### config.mk
export PLATFORM = sky130hd
export DESIGN_NAME = regfile_write_arbiter_flat
export DESIGN_NICKNAME = d
export VERILOG_FILES = /design/src/rtl/regfile_write_arbiter_if.sv /design/src/rtl/regfile_write_arbiter.sv /design/src/flat_wrapper.sv
export SDC_FILE = /design/constraint.sdc
export NUM_CORES = 1
export LEC_CHECK = 0
export BUFFER_PORTS_ARGS = -buffer_cell sky130_fd_sc_hd__buf_2
export CELL_PAD_IN_SITES_DETAIL_PLACEMENT = 1
export CELL_PAD_IN_SITES_GLOBAL_PLACEMENT = 1
export CORE_UTILIZATION = 43
export CTS_CLUSTER_DIAMETER = 150
export DETAILED_ROUTE_END_ITERATION = 6
export HOLD_SLACK_MARGIN = 0.1
export PLACE_DENSITY_LB_ADDON = 0.1
export SLEW_MARGIN = 20
export SYNTH_ARGS = -nofsm -noshare
export SYNTH_HDL_FRONTEND = slang
export SYNTH_SLANG_ARGS = --single-unit
### constraint.sdc
create_clock -name clk -period 3.95 [get_ports clk]
set_input_delay 0.79 -clock clk [delete_from_list [all_inputs] [get_ports clk]]
set_output_delay 0.79 -clock clk [all_outputs]
set_load 0.01 [all_outputs]
### src/rtl/regfile_write_arbiter_if.sv
// Bundles the result-source handshakes, decode hazard query and register-file write port.
// Latency: none, wiring only.
// Backpressure: alu_ready / ld_ready flow from the arbiter back to the producers.
interface regfile_write_arbiter_if #(
  parameter int Width = 32,
  parameter int DEPTH = 4
);
  localparam int CNT_W = $clog2(DEPTH) + 1;

  logic             alu_valid;
  logic [4:0]       alu_rd;
  logic [Width-1:0] alu_data;
  logic             alu_ready;

  logic             ld_valid;
  logic [4:0]       ld_rd;
  logic [Width-1:0] ld_data;
  logic             ld_ready;

  logic [4:0]       query_rd1;
  logic [4:0]       query_rd2;
  logic             hazard;

  logic             RegWrite;
  logic [4:0]       WriteDataTrig;
  logic [Width-1:0] WD1;
  logic [CNT_W-1:0] fifo_count;

  // Producer / decode side.
  modport master (
    output alu_valid, alu_rd, alu_data, ld_valid, ld_rd, ld_data, query_rd1, query_rd2,
    input  alu_ready, ld_ready, hazard, RegWrite, WriteDataTrig, WD1, fifo_count
  );

  // Arbiter side.
  modport slave (
    input  alu_valid, alu_rd, alu_data, ld_valid, ld_rd, ld_data, query_rd1, query_rd2,
    output alu_ready, ld_ready, hazard, RegWrite, WriteDataTrig, WD1, fifo_count
  );
endinterface

### src/rtl/regfile_write_arbiter.sv
// Merges ALU results and FIFO-buffered load results onto the single register-file write port.
// Latency: one cycle from selection to RegWrite/WriteDataTrig/WD1.
// Backpressure: alu_ready drops for one cycle after STARVE_LIMIT ALU wins over a waiting load; ld_ready = FIFO not full.
module regfile_write_arbiter #(
  parameter int Width        = 32,
  parameter int DEPTH        = 4,
  parameter int STARVE_LIMIT = 3
) (
  input logic              clk,
  input logic              reset,
  regfile_write_arbiter_if.slave bus
);
  localparam int PTR_W = $clog2(DEPTH);
  localparam int CNT_W = PTR_W + 1;
  localparam int STV_W = $clog2(STARVE_LIMIT + 1);
  localparam logic [CNT_W-1:0] CNT_FULL = CNT_W'(DEPTH);
  localparam logic [STV_W-1:0] STV_MAX  = STV_W'(STARVE_LIMIT);

  typedef struct packed {
    logic [4:0]       rd;
    logic [Width-1:0] data;
  } wr_t;

  wr_t              mem_q [DEPTH];
  wr_t              mem_d [DEPTH];
  logic [PTR_W-1:0] wr_ptr_q, wr_ptr_d;
  logic [PTR_W-1:0] rd_ptr_q, rd_ptr_d;
  logic [CNT_W-1:0] cnt_q, cnt_d;
  logic [STV_W-1:0] starve_q, starve_d;
  logic             regwrite_q, regwrite_d;
  logic [4:0]       waddr_q, waddr_d;
  logic [Width-1:0] wdata_q, wdata_d;

  logic             fifo_empty;
  logic             fifo_full;
  logic             alu_ready;
  logic             ld_ready;
  logic             alu_wr;
  logic             pop;
  logic             push;
  logic             hazard;
  logic [PTR_W-1:0] offs;
  wr_t              head;

  function automatic logic rd_hit(input logic [4:0] rd, input logic [4:0] q1, input logic [4:0] q2);
    return ((q1 != 5'd0) && (rd == q1)) || ((q2 != 5'd0) && (rd == q2));
  endfunction

  // Arbitration: the ALU wins unless it has starved a waiting load; x0 results never take the port.
  always_comb begin
    fifo_empty = (cnt_q == '0);
    fifo_full  = (cnt_q == CNT_FULL);
    ld_ready   = !fifo_full;
    // A saturated starve counter implies a non-empty FIFO, so this also covers the ALU grant rule.
    alu_ready  = !((starve_q == STV_MAX) && !fifo_empty);
    alu_wr     = bus.alu_valid && alu_ready && (bus.alu_rd != 5'd0);
    pop        = !fifo_empty && !alu_wr;
    push       = bus.ld_valid && ld_ready && (bus.ld_rd != 5'd0);
    head       = mem_q[rd_ptr_q];
  end

  // FIFO storage, pointers, occupancy and starve counter next-state.
  always_comb begin
    for (int i = 0; i < DEPTH; i++) begin
      mem_d[i] = mem_q[i];
    end
    if (push) begin
      mem_d[wr_ptr_q] = '{rd: bus.ld_rd, data: bus.ld_data};
    end
    wr_ptr_d = push ? wr_ptr_q + PTR_W'(1) : wr_ptr_q;
    rd_ptr_d = pop  ? rd_ptr_q + PTR_W'(1) : rd_ptr_q;
    case ({push, pop})
      2'b10:   cnt_d = cnt_q + CNT_W'(1);
      2'b01:   cnt_d = cnt_q - CNT_W'(1);
      default: cnt_d = cnt_q;
    endcase
    if (pop || fifo_empty) begin
      starve_d = '0;
    end else if (alu_wr && (starve_q != STV_MAX)) begin
      starve_d = starve_q + STV_W'(1);
    end else begin
      starve_d = starve_q;
    end
  end

  // Write port next-state: address and data hold when nothing is selected.
  always_comb begin
    regwrite_d = alu_wr || pop;
    waddr_d    = waddr_q;
    wdata_d    = wdata_q;
    if (alu_wr) begin
      waddr_d = bus.alu_rd;
      wdata_d = bus.alu_data;
    end else if (pop) begin
      waddr_d = head.rd;
      wdata_d = head.data;
    end
  end

  // Hazard: any occupied FIFO slot or the load entering this cycle matches a decode source.
  always_comb begin
    hazard = 1'b0;
    offs   = '0;
    for (int i = 0; i < DEPTH; i++) begin
      offs = PTR_W'(i) - rd_ptr_q;
      if ((CNT_W'(offs) < cnt_q) && rd_hit(mem_q[i].rd, bus.query_rd1, bus.query_rd2)) begin
        hazard = 1'b1;
      end
    end
    if (push && rd_hit(bus.ld_rd, bus.query_rd1, bus.query_rd2)) begin
      hazard = 1'b1;
    end
  end

  // State registers; reset drops queued loads and any in-flight write.
  always_ff @(posedge clk) begin
    if (reset) begin
      for (int i = 0; i < DEPTH; i++) begin
        mem_q[i] <= '0;
      end
      wr_ptr_q   <= '0;
      rd_ptr_q   <= '0;
      cnt_q      <= '0;
      starve_q   <= '0;
      regwrite_q <= 1'b0;
      waddr_q    <= '0;
      wdata_q    <= '0;
    end else begin
      for (int i = 0; i < DEPTH; i++) begin
        mem_q[i] <= mem_d[i];
      end
      wr_ptr_q   <= wr_ptr_d;
      rd_ptr_q   <= rd_ptr_d;
      cnt_q      <= cnt_d;
      starve_q   <= starve_d;
      regwrite_q <= regwrite_d;
      waddr_q    <= waddr_d;
      wdata_q    <= wdata_d;
    end
  end

  assign bus.alu_ready     = alu_ready;
  assign bus.ld_ready      = ld_ready;
  assign bus.hazard        = hazard;
  assign bus.RegWrite      = regwrite_q;
  assign bus.WriteDataTrig = waddr_q;
  assign bus.WD1           = wdata_q;
  assign bus.fifo_count    = cnt_q;
endmodule

### src/flat_wrapper.sv
// flat-port wrapper written by rule: the top's interface ports become plain ports
module regfile_write_arbiter_flat 
#(
  parameter int Width        = 32,
  parameter int DEPTH        = 4,
  parameter int STARVE_LIMIT = 3
)
  (clk, reset, bus_alu_valid, bus_alu_rd, bus_alu_data, bus_ld_valid, bus_ld_rd, bus_ld_data, bus_query_rd1, bus_query_rd2, bus_alu_ready, bus_ld_ready, bus_hazard, bus_RegWrite, bus_WriteDataTrig, bus_WD1, bus_fifo_count);
  regfile_write_arbiter_if #(.Width(Width), .DEPTH(DEPTH)) bus_i ();
  input logic clk;
  input logic reset;
  input wire logic [$bits(bus_i.alu_valid)-1:0] bus_alu_valid;
  input wire logic [$bits(bus_i.alu_rd)-1:0] bus_alu_rd;
  input wire logic [$bits(bus_i.alu_data)-1:0] bus_alu_data;
  input wire logic [$bits(bus_i.ld_valid)-1:0] bus_ld_valid;
  input wire logic [$bits(bus_i.ld_rd)-1:0] bus_ld_rd;
  input wire logic [$bits(bus_i.ld_data)-1:0] bus_ld_data;
  input wire logic [$bits(bus_i.query_rd1)-1:0] bus_query_rd1;
  input wire logic [$bits(bus_i.query_rd2)-1:0] bus_query_rd2;
  output wire logic [$bits(bus_i.alu_ready)-1:0] bus_alu_ready;
  output wire logic [$bits(bus_i.ld_ready)-1:0] bus_ld_ready;
  output wire logic [$bits(bus_i.hazard)-1:0] bus_hazard;
  output wire logic [$bits(bus_i.RegWrite)-1:0] bus_RegWrite;
  output wire logic [$bits(bus_i.WriteDataTrig)-1:0] bus_WriteDataTrig;
  output wire logic [$bits(bus_i.WD1)-1:0] bus_WD1;
  output wire logic [$bits(bus_i.fifo_count)-1:0] bus_fifo_count;
  assign bus_i.alu_valid = bus_alu_valid;
  assign bus_i.alu_rd = bus_alu_rd;
  assign bus_i.alu_data = bus_alu_data;
  assign bus_i.ld_valid = bus_ld_valid;
  assign bus_i.ld_rd = bus_ld_rd;
  assign bus_i.ld_data = bus_ld_data;
  assign bus_i.query_rd1 = bus_query_rd1;
  assign bus_i.query_rd2 = bus_query_rd2;
  assign bus_alu_ready = bus_i.alu_ready;
  assign bus_ld_ready = bus_i.ld_ready;
  assign bus_hazard = bus_i.hazard;
  assign bus_RegWrite = bus_i.RegWrite;
  assign bus_WriteDataTrig = bus_i.WriteDataTrig;
  assign bus_WD1 = bus_i.WD1;
  assign bus_fifo_count = bus_i.fifo_count;
  regfile_write_arbiter #(.Width(Width), .DEPTH(DEPTH), .STARVE_LIMIT(STARVE_LIMIT)) u_core (.clk(clk), .reset(reset), .bus(bus_i));
endmodule
==> flow_metrics.tcl, run 1 <==
set metrics [dict create \
    status "complete, no violations" \
    fin_util_pct 50.0 \
    async_flop_share_pct 0 \
    endpoint_kind "output pin" \
    synth-compound-area-share_pct 13.0 \
    drtPass1Iterations 5 \
    routedWlPerCell_um 18.3 \
    stdcell_area_mm2 0.0101 \
    io_buffers 131 \
    dp_hpwl_mm 15.7 \
    synth_nets 1128 \
    cts_tree "done" \
    grt_pass1_vias 7582 \
    rsz0062_at_grt "false" \
    fin_crit_sh_pct 78.1 \
    layout.nets 1198 \
    hold_viol 0 \
    cp_common_cell "buf_2" \
    vias_per_cell 5.37 \
    die_h_um 146 \
    area_growth_pct 13.7 \
    critical-path-top-delay-family "simple AND/OR/NAND/NOR gates" \
    worst_pin_slew_ns 0.971 \
    n_fill_cell 2461 \
    leakagePower_nw 3.80 \
    critPathMaxFanout 6 \
    io_pins 132 \
    slew_violations 0 \
    dpl_cell_area_mm2 0.00956 \
    cts_made_buffers 17 \
    place.gp.congestion 0.874 \
    fmax_mhz 324 \
    ys_types 36 \
    slew_headroom_pct 35.3 \
    cts_setup_buffers 0 \
    grt_max_degree 90 \
    hp-class "flop to flop" \
    synthTopCellsByCount "299 x nand2_1, 197 x dfxtp_1, 156 x a21oi_1, 50 x nor2_1, 46 x clkbuf_1" \
    ant_nets 0 \
    arrival_ns 2.29 \
    ys.flop_type "dfxtp_1" \
    synth_xor_area_share_pct 5.49 \
    cts-root-buf "clkbuf_16" \
    clk_pin_slew_ns 0.07 \
    yosysTopAreaCellShare_pct 44.2 \
    synth.most_common_cell "nand2_1" \
    vdd_drop_max_uv 256 \
    gr-total-overflow 0 \
    synth_edf_count 0 \
    synth_area_mm2 0.00893 \
    cts_resized 0 \
    setup-tns-final_ns 0 \
    fin_crit_ns 3.08 \
    die_x_um 146 \
    worst_clock_skew_ns 0.0106 \
    path_cells "buf_2, or4_1, o211ai_1, o22ai_1, a22oi_1, nand4_1, buf_2" \
    grt_pass1_wl_mm 40.6 \
    setup-violations-final 0 \
    synth-simple-area-share_pct 18.0 \
    first_iter_violations 341 \
    drc 0 \
    critical_path_class "primary input to output pin" \
    crit_path_start_kind "primary input" \
    crit_slowest_cell "or4_1" \
    cap_violations 0 \
    drive_gt1_share_pct 19.7 \
    antenna_found_initial 0 \
    ctsHoldBuffers 0 \
    core_mm2 0.0203 \
    synthMuxAreaShare_pct 12.1 \
    critPathBufInv 2 \
    antenna_cells 0 \
    synth_area_leaders "dfxtp_1 44%, nand2_1 13%, mux4_2 9.3%, a21oi_1 8.7%, xnor2_1 4.0%" \
    synthAdderAreaFrac_pct 1.63 \
    synth_warnings 0 \
    synth_top_family_by_area "simple AND/OR/NAND/NOR gates" \
    grt_usage_pct 24.1 \
    start_util_pct 44.0 \
    dieArea_mm2 0.0213 \
    ys_seq_elements 197 \
    crit_path_max_incr_delay_ns 0.60 \
    drt_wl_total_mm 25.2 \
    num_vias 7415 \
    seq_area_frac_synth_pct 44.2 \
    htreeDepth 4 \
    worstPathRequired_ns 3.16 \
    synth.avg_cell_area_um2 8.68 \
    clock_latency_ns 0.43 \
    cts.sinks 197 \
    row_count 52 \
    clockBufferDepth 2 \
    cellPowerDensity_mw_per_mm2 582 \
    netlist_instances 1029 \
    synth_top_area_cell "dfxtp_1" \
]
logic make-up after synthesis:
family          count (synthesis)
simple gates                  397
compound gates                209
flops                         197
buf+inv                        97
mux                            62
xor+xnor                       56
fa+ha+maj                      11
final cells by class:
class	instances	area [um2]	share of cell area [%]
Sequential cell	197	3950	38.9
Timing Repair Buffer	138	739	7.29
Tap cell	270	338	3.33
Inverter	10	37.5	0.370
Clock buffer	20	467	4.60
Clock inverter	10	119	1.17
Multi-Input combinational cell	735	4500	44.3
metal layers:
layer  vias up  track usage (%)  routed length (um)
li1       3619                -                   -
met1      3634             32.2               12000
met2       144             41.1               12100
met3        18             3.28                 836
met4         0             5.99                 242
met5         -                0                   0
report_power, final:
group / internal (W) / switching [W]
sequential: 0.00226 / 0.000294
combinational: 0.000669 / 0.000922
clock: 0.000984 / 0.000779
total: 0.00392 / 0.00199
final timing paths:
kind / start / endpoint / slack [ns] / cells after the start
setup / recovery: bus_query_rd1[1] / bus_hazard / 0.87 / 7
hold / removal: u_core.starve_q[0]$_SDFFE_PP0P_ / u_core.starve_q[0]$_SDFFE_PP0P_ / 0.43 / 1
setup reg to reg: u_core.bus.fifo_count[2]$_SDFFE_PP0P_ / u_core.bus.fifo_count[2]$_SDFFE_PP0P_ / 1.38 / 9
hold reg to reg: u_core.starve_q[0]$_SDFFE_PP0P_ / u_core.starve_q[0]$_SDFFE_PP0P_ / 0.43 / 1
cell usage in the layout, fill, tap and decap left out, types with 13 or more instances in the layout:
cell	Yosys	final
nor3_1	13	13
clkbuf_16	0	17
a211oi_1	25	25
mux2i_1	25	25
a21oi_1	156	156
o22ai_1	17	17
mux4_2	37	37
dfxtp_1	197	195
xor2_1	15	15
buf_2	17	130
nor2_1	50	50
nand2_1	299	298
xnor2_1	41	41
stage by stage:
step                hold slack [ns]  std cells  power [W]  setup slack, ns
floorplan                     0.397       1029    0.00365            0.794
global placement              0.416       1350    0.00417            0.824
detailed placement            0.427       1350    0.00421            0.771
CTS                           0.437       1380    0.00597            0.871
global route                  0.466       1380    0.00625            0.732
finish                        0.426       1380    0.00591            0.867
flip-flops by register name, indices dropped and copies added (netlist names), named ones only:
name                      cells
u_core.bus.WriteDataTrig      5
u_core.bus.fifo_count         3
u_core.rd_ptr_q               2
u_core.bus.RegWrite           1
u_core.wr_ptr_q               2
u_core.bus.WD1               32
u_core.mem_q                148
u_core.starve_q               2
(Power assumes the default switching activity.)
==> inputs of run 2 (changes only) <==
Settings changed: CORE_UTILIZATION 43 to 39.
Clock period 3.95 ns to 2.6 ns, I/O delays scaled along.
==> run 2 against run 1 <==
Effect of this change:
- final cell count up 3.8%
- critical endpoint unchanged
- global-route usage down 0.31 points
- via count up 3.8%
- highest routed layer is now met5
==> flow_metrics.tcl, run 2 (synthesized netlist as in run 1, its figures left out) <==
set metrics [dict create \
    status "complete, no violations" \
    layout.nets 1238 \
    io_pins 132 \
    area_growth_pct 19.6 \
    crit_slowest_cell "or4_1" \
    n_fill_cell 2631 \
    cp_common_cell "buf_2" \
    clock_latency_ns 0.44 \
    hp-start "bus_ld_data[0]" \
    critPathMaxFanout 13 \
    crit_path_start_kind "primary input" \
    worstRegToRegCells 9 \
    antenna_found_initial 2 \
    place.gp.congestion 0.860 \
    cellPowerDensity_mw_per_mm2 865 \
    r2r-start "u_core.bus.fifo_count[1]$_SDFFE_PP0P_" \
    drc 0 \
    drt_wl_total_mm 26.7 \
    setup-tns-final_ns 0 \
    antenna_cells 0 \
    core_mm2 0.0222 \
    largest_reg_flops 148 \
    cts_setup_buffers 0 \
    worst_clock_skew_ns 0.00988 \
    r2r_slack_ns 0.28 \
    drtPass1Iterations 4 \
    fmax_mhz 392 \
    io_buffers 131 \
    die_h_um 153 \
    grt_max_degree 89 \
    slew_violations 0 \
    row_count 54 \
    cap_violations 0 \
    critical_path_class "primary input to output pin" \
    cts-root-buf "clkbuf_16" \
    endpoint "bus_hazard" \
    path_cells "buf_2, or4_1, o211a_4, a22oi_1, nand4_1, buf_2" \
    hold_viol 0 \
    dieArea_mm2 0.0235 \
    leakagePower_nw 4.06 \
    arrival_ns 2.03 \
    vdd_drop_max_uv 415 \
    r2r-end "u_core.bus.fifo_count[2]$_SDFFE_PP0P_" \
    fin_crit_sh_pct 98.2 \
    drive_gt1_share_pct 23.6 \
    fin_crit_ns 2.55 \
    num_vias 7697 \
    dp_slack_ns -0.164 \
    routedWlPerCell_um 18.7 \
    setup-violations-final 0 \
    cts_tree "done" \
    hp-class "primary input to flop" \
    gr-total-overflow 0 \
    ctsHoldBuffers 0 \
    clk_pin_slew_ns 0.08 \
    crit_start "bus_ld_rd[2]" \
    cts_made_buffers 17 \
    dp.cells 1401 \
    start_util_pct 40.3 \
    grt_pass1_vias 8074 \
    slew_headroom_pct 58.0 \
    rsz0062_at_grt "false" \
    final_common_cell "nand2_1" \
    vias_per_cell 5.38 \
    clockBufferDepth 2 \
    worst_pin_slew_ns 0.629 \
    dp_hpwl_mm 17.9 \
    crit_path_max_incr_delay_ns 0.54 \
    top_register "u_core.mem_q" \
    worstPathRequired_ns 2.08 \
    die_x_um 153 \
    ant_nets 0 \
    instances_no_fill 1432 \
    timing.final.ws_setup_ns 0.0472 \
    grt_pass1_wl_mm 43.6 \
    final_cell_mix "298 x nand2_1, 194 x dfxtp_1, 156 x a21oi_1" \
    first_iter_violations 386 \
    endpoint_kind "output pin" \
    grt_usage_pct 23.8 \
    cts.sinks 197 \
    htreeDepth 4 \
]
run 2: worst min-delay path by stage:
stage                                       endpoint  slack (ns)  cells past startpoint
finish               u_core.mem_q[3][0]$_SDFFE_PP0P_        0.35                      3
global route        u_core.mem_q[0][31]$_SDFFE_PP0P_        0.34                      3
CTS                  u_core.mem_q[0][1]$_SDFFE_PP0P_        0.33                      3
detailed placement   u_core.starve_q[0]$_SDFFE_PP0P_        0.42                      1
floorplan            u_core.starve_q[0]$_SDFFE_PP0P_        0.40                      1
global placement     u_core.starve_q[0]$_SDFFE_PP0P_        0.42                      1
run 2: critical path: cells and delay by family:
kind / cells / cell delay (ns)
AO/OA/AOI/OAI: 2 / 0.57
buffers and inverters: 2 / 0.26
AND/OR/NAND/NOR: 2 / 0.67
run 2: what timing repair did:
item	4_1_cts	5_1_grt
pin swaps	0	1
endpoints found under the setup margin	1	1
resized for setup	3	3
run 2: cell type report:
class                           count  area [um2]  area share (%)
Clock buffer                       18         439            4.11
Clock inverter                     14         143            1.34
Inverter                           10        37.5           0.351
Multi-Input combinational cell    735        4550            42.6
Sequential cell                   197        3950            37.0
Tap cell                          280         350            3.28
Timing Repair Buffer              178        1210            11.4
run 2: layer usage:
| layer | track usage, % | share of wire [%] | vias up |
|---|---|---|---|
| met5 | 0 | 0.10 | - |
| met4 | 6.69 | 1.3 | 4 |
| met3 | 4.25 | 4.2 | 25 |
| met2 | 40.0 | 48 | 158 |
| met1 | 31.1 | 47 | 3805 |
| li1 | - | - | 3705 |
run 2: stage by stage:
step | instance area [um2] | hold WS, ns | power [W] | util (%)
2_1_floorplan | 8990 | 0.397 | 0.00561 | -
3_3_place_gp | 10100 | 0.416 | 0.00661 | 45.5
5_1_grt | 10700 | 0.338 | 0.00980 | 48.2
6_report | 10700 | 0.346 | 0.00924 | 48.2
4_1_cts | 10700 | 0.328 | 0.00935 | 48.2
3_5_place_dp | 10100 | 0.416 | 0.00669 | 45.5
run 2: power by group:
group          internal [W]  switching [W]  leakage (nW)
Combinational       0.00122        0.00164          2.17
Clock               0.00138        0.00127         0.287
Sequential          0.00344       0.000289          1.61
==> inputs of run 3 (changes only) <==
Settings changed: REMOVE_ABC_BUFFERS from default to 1.
Clock period 2.6 ns to 2.1 ns, I/O delays scaled along.
==> run 3 against run 2 <==
Effect of this change:
- the run now ends with setup timing left
- global-route usage is essentially flat
- register-to-register slack got worse by 0.41 ns
- highest routed layer is now met4
- die area did not move
- hold slack lost 0.096 ns
- final cell count increased by 1.8%
- wire length increased by 0.66%
- flip-flop and latch count did not move
- sequential share of layout area fell by 1.4 points
- via count shrank 0.43%
- total power rose by 29%
- core utilization grew 2.0 points
- combinational power up 45%
==> flow_metrics.tcl, run 3 (synthesized netlist as in run 1, its figures left out) <==
set metrics [dict create \
    status "finished with violations" \
    violations "setup timing" \
    vias_per_cell 5.26 \
    setup-tns-final_ns -0.307 \
    drtPass1Iterations 4 \
    cellPowerDensity_mw_per_mm2 1070 \
    critical_path_class "flop to output pin" \
    hp-class "primary input to flop" \
    setup-violations-final 2 \
    timing.final.ws_setup_ns -0.180 \
    final_common_cell "nand2_1" \
    rsz0062_at_grt "true" \
    fmax_mhz 439 \
    io_pins 132 \
    hold_viol 0 \
    cap_violations 0 \
    critPathMaxFanout 2 \
    worstRegToRegCells 10 \
    num_vias 7664 \
    cts.sinks 197 \
    core_mm2 0.0222 \
    antenna_cells 0 \
    dp.cells 1420 \
    start_util_pct 40.3 \
    ant_nets 0 \
    die_x_um 153 \
    grt_pass1_vias 8051 \
    slew_violations 0 \
    dpl_cell_area_mm2 0.0103 \
    layout.nets 1264 \
    crit_slowest_cell "or3b_4" \
    drive_gt1_share_pct 26.6 \
    r2r-start "u_core.bus.fifo_count[0]$_SDFFE_PP0P_" \
    drt_wl_total_mm 26.9 \
    area_growth_pct 24.5 \
    worst_clock_skew_ns 0.0113 \
    worst_pin_slew_ns 0.653 \
    n_fill_cell 2638 \
    dp_slack_ns -0.562 \
    top_register "u_core.mem_q" \
    row_count 54 \
    worstPathRequired_ns 1.68 \
    leakagePower_nw 4.26 \
    arrival_ns 1.86 \
    vdd_drop_max_uv 489 \
    cts_tree "done" \
    place.gp.congestion 0.928 \
    r2r-end "u_core.bus.fifo_count[2]$_SDFFE_PP0P_" \
    stdcell_area_mm2 0.0111 \
    routedWlPerCell_um 18.4 \
    grt_pass1_wl_mm 43.9 \
    dieArea_mm2 0.0235 \
    clockBufferDepth 2 \
    cts_made_buffers 17 \
    clk_pin_slew_ns 0.08 \
    drc 0 \
    endpoint_kind "output pin" \
    antenna_found_initial 0 \
    htreeDepth 4 \
    first_iter_violations 316 \
    clock_latency_ns 0.44 \
    hp-start "bus_ld_data[25]" \
    final_cell_mix "297 x nand2_1, 191 x dfxtp_1, 153 x a21oi_1" \
    io_buffers 131 \
    largest_reg_flops 148 \
    slew_headroom_pct 56.4 \
    grt_usage_pct 23.8 \
    gr-total-overflow 0 \
    die_h_um 153 \
    min_to "u_core.mem_q[2][25]$_SDFFE_PP0P_" \
    path_cells "or3b_4, o211a_4, buf_12, a22oi_2, nand4_1, buf_2" \
    r2r_slack_ns -0.13 \
    instances_no_fill 1458 \
    total_power_w 0.0119 \
    cts-root-buf "clkbuf_16" \
    holdPathStages 3 \
    fin_crit_sh_pct 109 \
    crit_path_max_incr_delay_ns 0.41 \
    fin_crit_ns 2.28 \
    dp_hpwl_mm 17.9 \
    grt_max_degree 71 \
    crit_path_start_kind "flop" \
]
## run 3: per-layer routing
metal | up-vias | share of wire (%) | GRT usage, %
met3 | 32 | 2.9 | 3.52
met5 | - | 0 | 0
li1 | 3759 | - | -
met4 | 0 | 1.7 | 7.26
met2 | 136 | 49 | 40.9
met1 | 3737 | 47 | 30.6
## run 3: cell type report
class                   count  area [um2]  share of cell area, %
flip-flops and latches    197        3950                   35.6
clock inverters            13         118                   1.06
clock buffers              19         443                   3.99
well taps                 280         350                   3.15
repair buffers            204        1590                   14.3
inverters                  10        43.8                  0.394
multi-input cells         735        4620                   41.6
## run 3: worst max path at each step
stage                                               start                               endpoint  slack (ns)  depth (start not counted)
floorplan                                   bus_alu_rd[0]         u_core.bus.WD1[0]$_SDFFE_PP0P_       -0.76                          5
global placement                            bus_alu_rd[0]  u_core.bus.fifo_count[2]$_SDFFE_PP0P_       -0.56                         11
detailed placement                          bus_alu_rd[0]  u_core.bus.fifo_count[2]$_SDFFE_PP0P_       -0.56                         11
CTS                 u_core.bus.fifo_count[0]$_SDFFE_PP0P_                             bus_hazard       -0.20                          6
global route        u_core.bus.fifo_count[0]$_SDFFE_PP0P_                             bus_hazard       -0.25                          6
finish              u_core.bus.fifo_count[0]$_SDFFE_PP0P_                             bus_hazard       -0.18                          6
## run 3: through the flow
step	hold slack, ns	utilization, %
after floorplan	0.397	-
after global routing	0.245	50.2
after detailed placement	0.414	46.6
after CTS	0.239	50.0
final	0.250	50.2
after global placement	0.412	46.6
## run 3: what timing repair did
| action | 4_1_cts | 5_1_grt |
|---|---|---|
| hold endpoints to repair | 0 | 0 |
| endpoints found under the setup margin | 3 | 7 |
| pin swaps | 9 | 4 |
| resized for setup | 30 | 10 |
| buffers inserted | 6 | 0 |
| hold buffers | 0 | 0 |
## run 3: where the power goes
part           switching, W  internal (W)  total, W
Clock               0.00159       0.00159   0.00318
Sequential         0.000307       0.00425   0.00456
Combinational       0.00225       0.00191   0.00416
Total               0.00414       0.00776    0.0119
## run 3: worst max-delay path, delay by kind of cell, from the launching register on
| kind | cells | cell delay [ns] |
|---|---|---|
| buf+inv | 2 | 0.28 |
| flops | 1 | 0.32 |
| compound gates | 2 | 0.30 |
| simple gates | 2 | 0.53 |
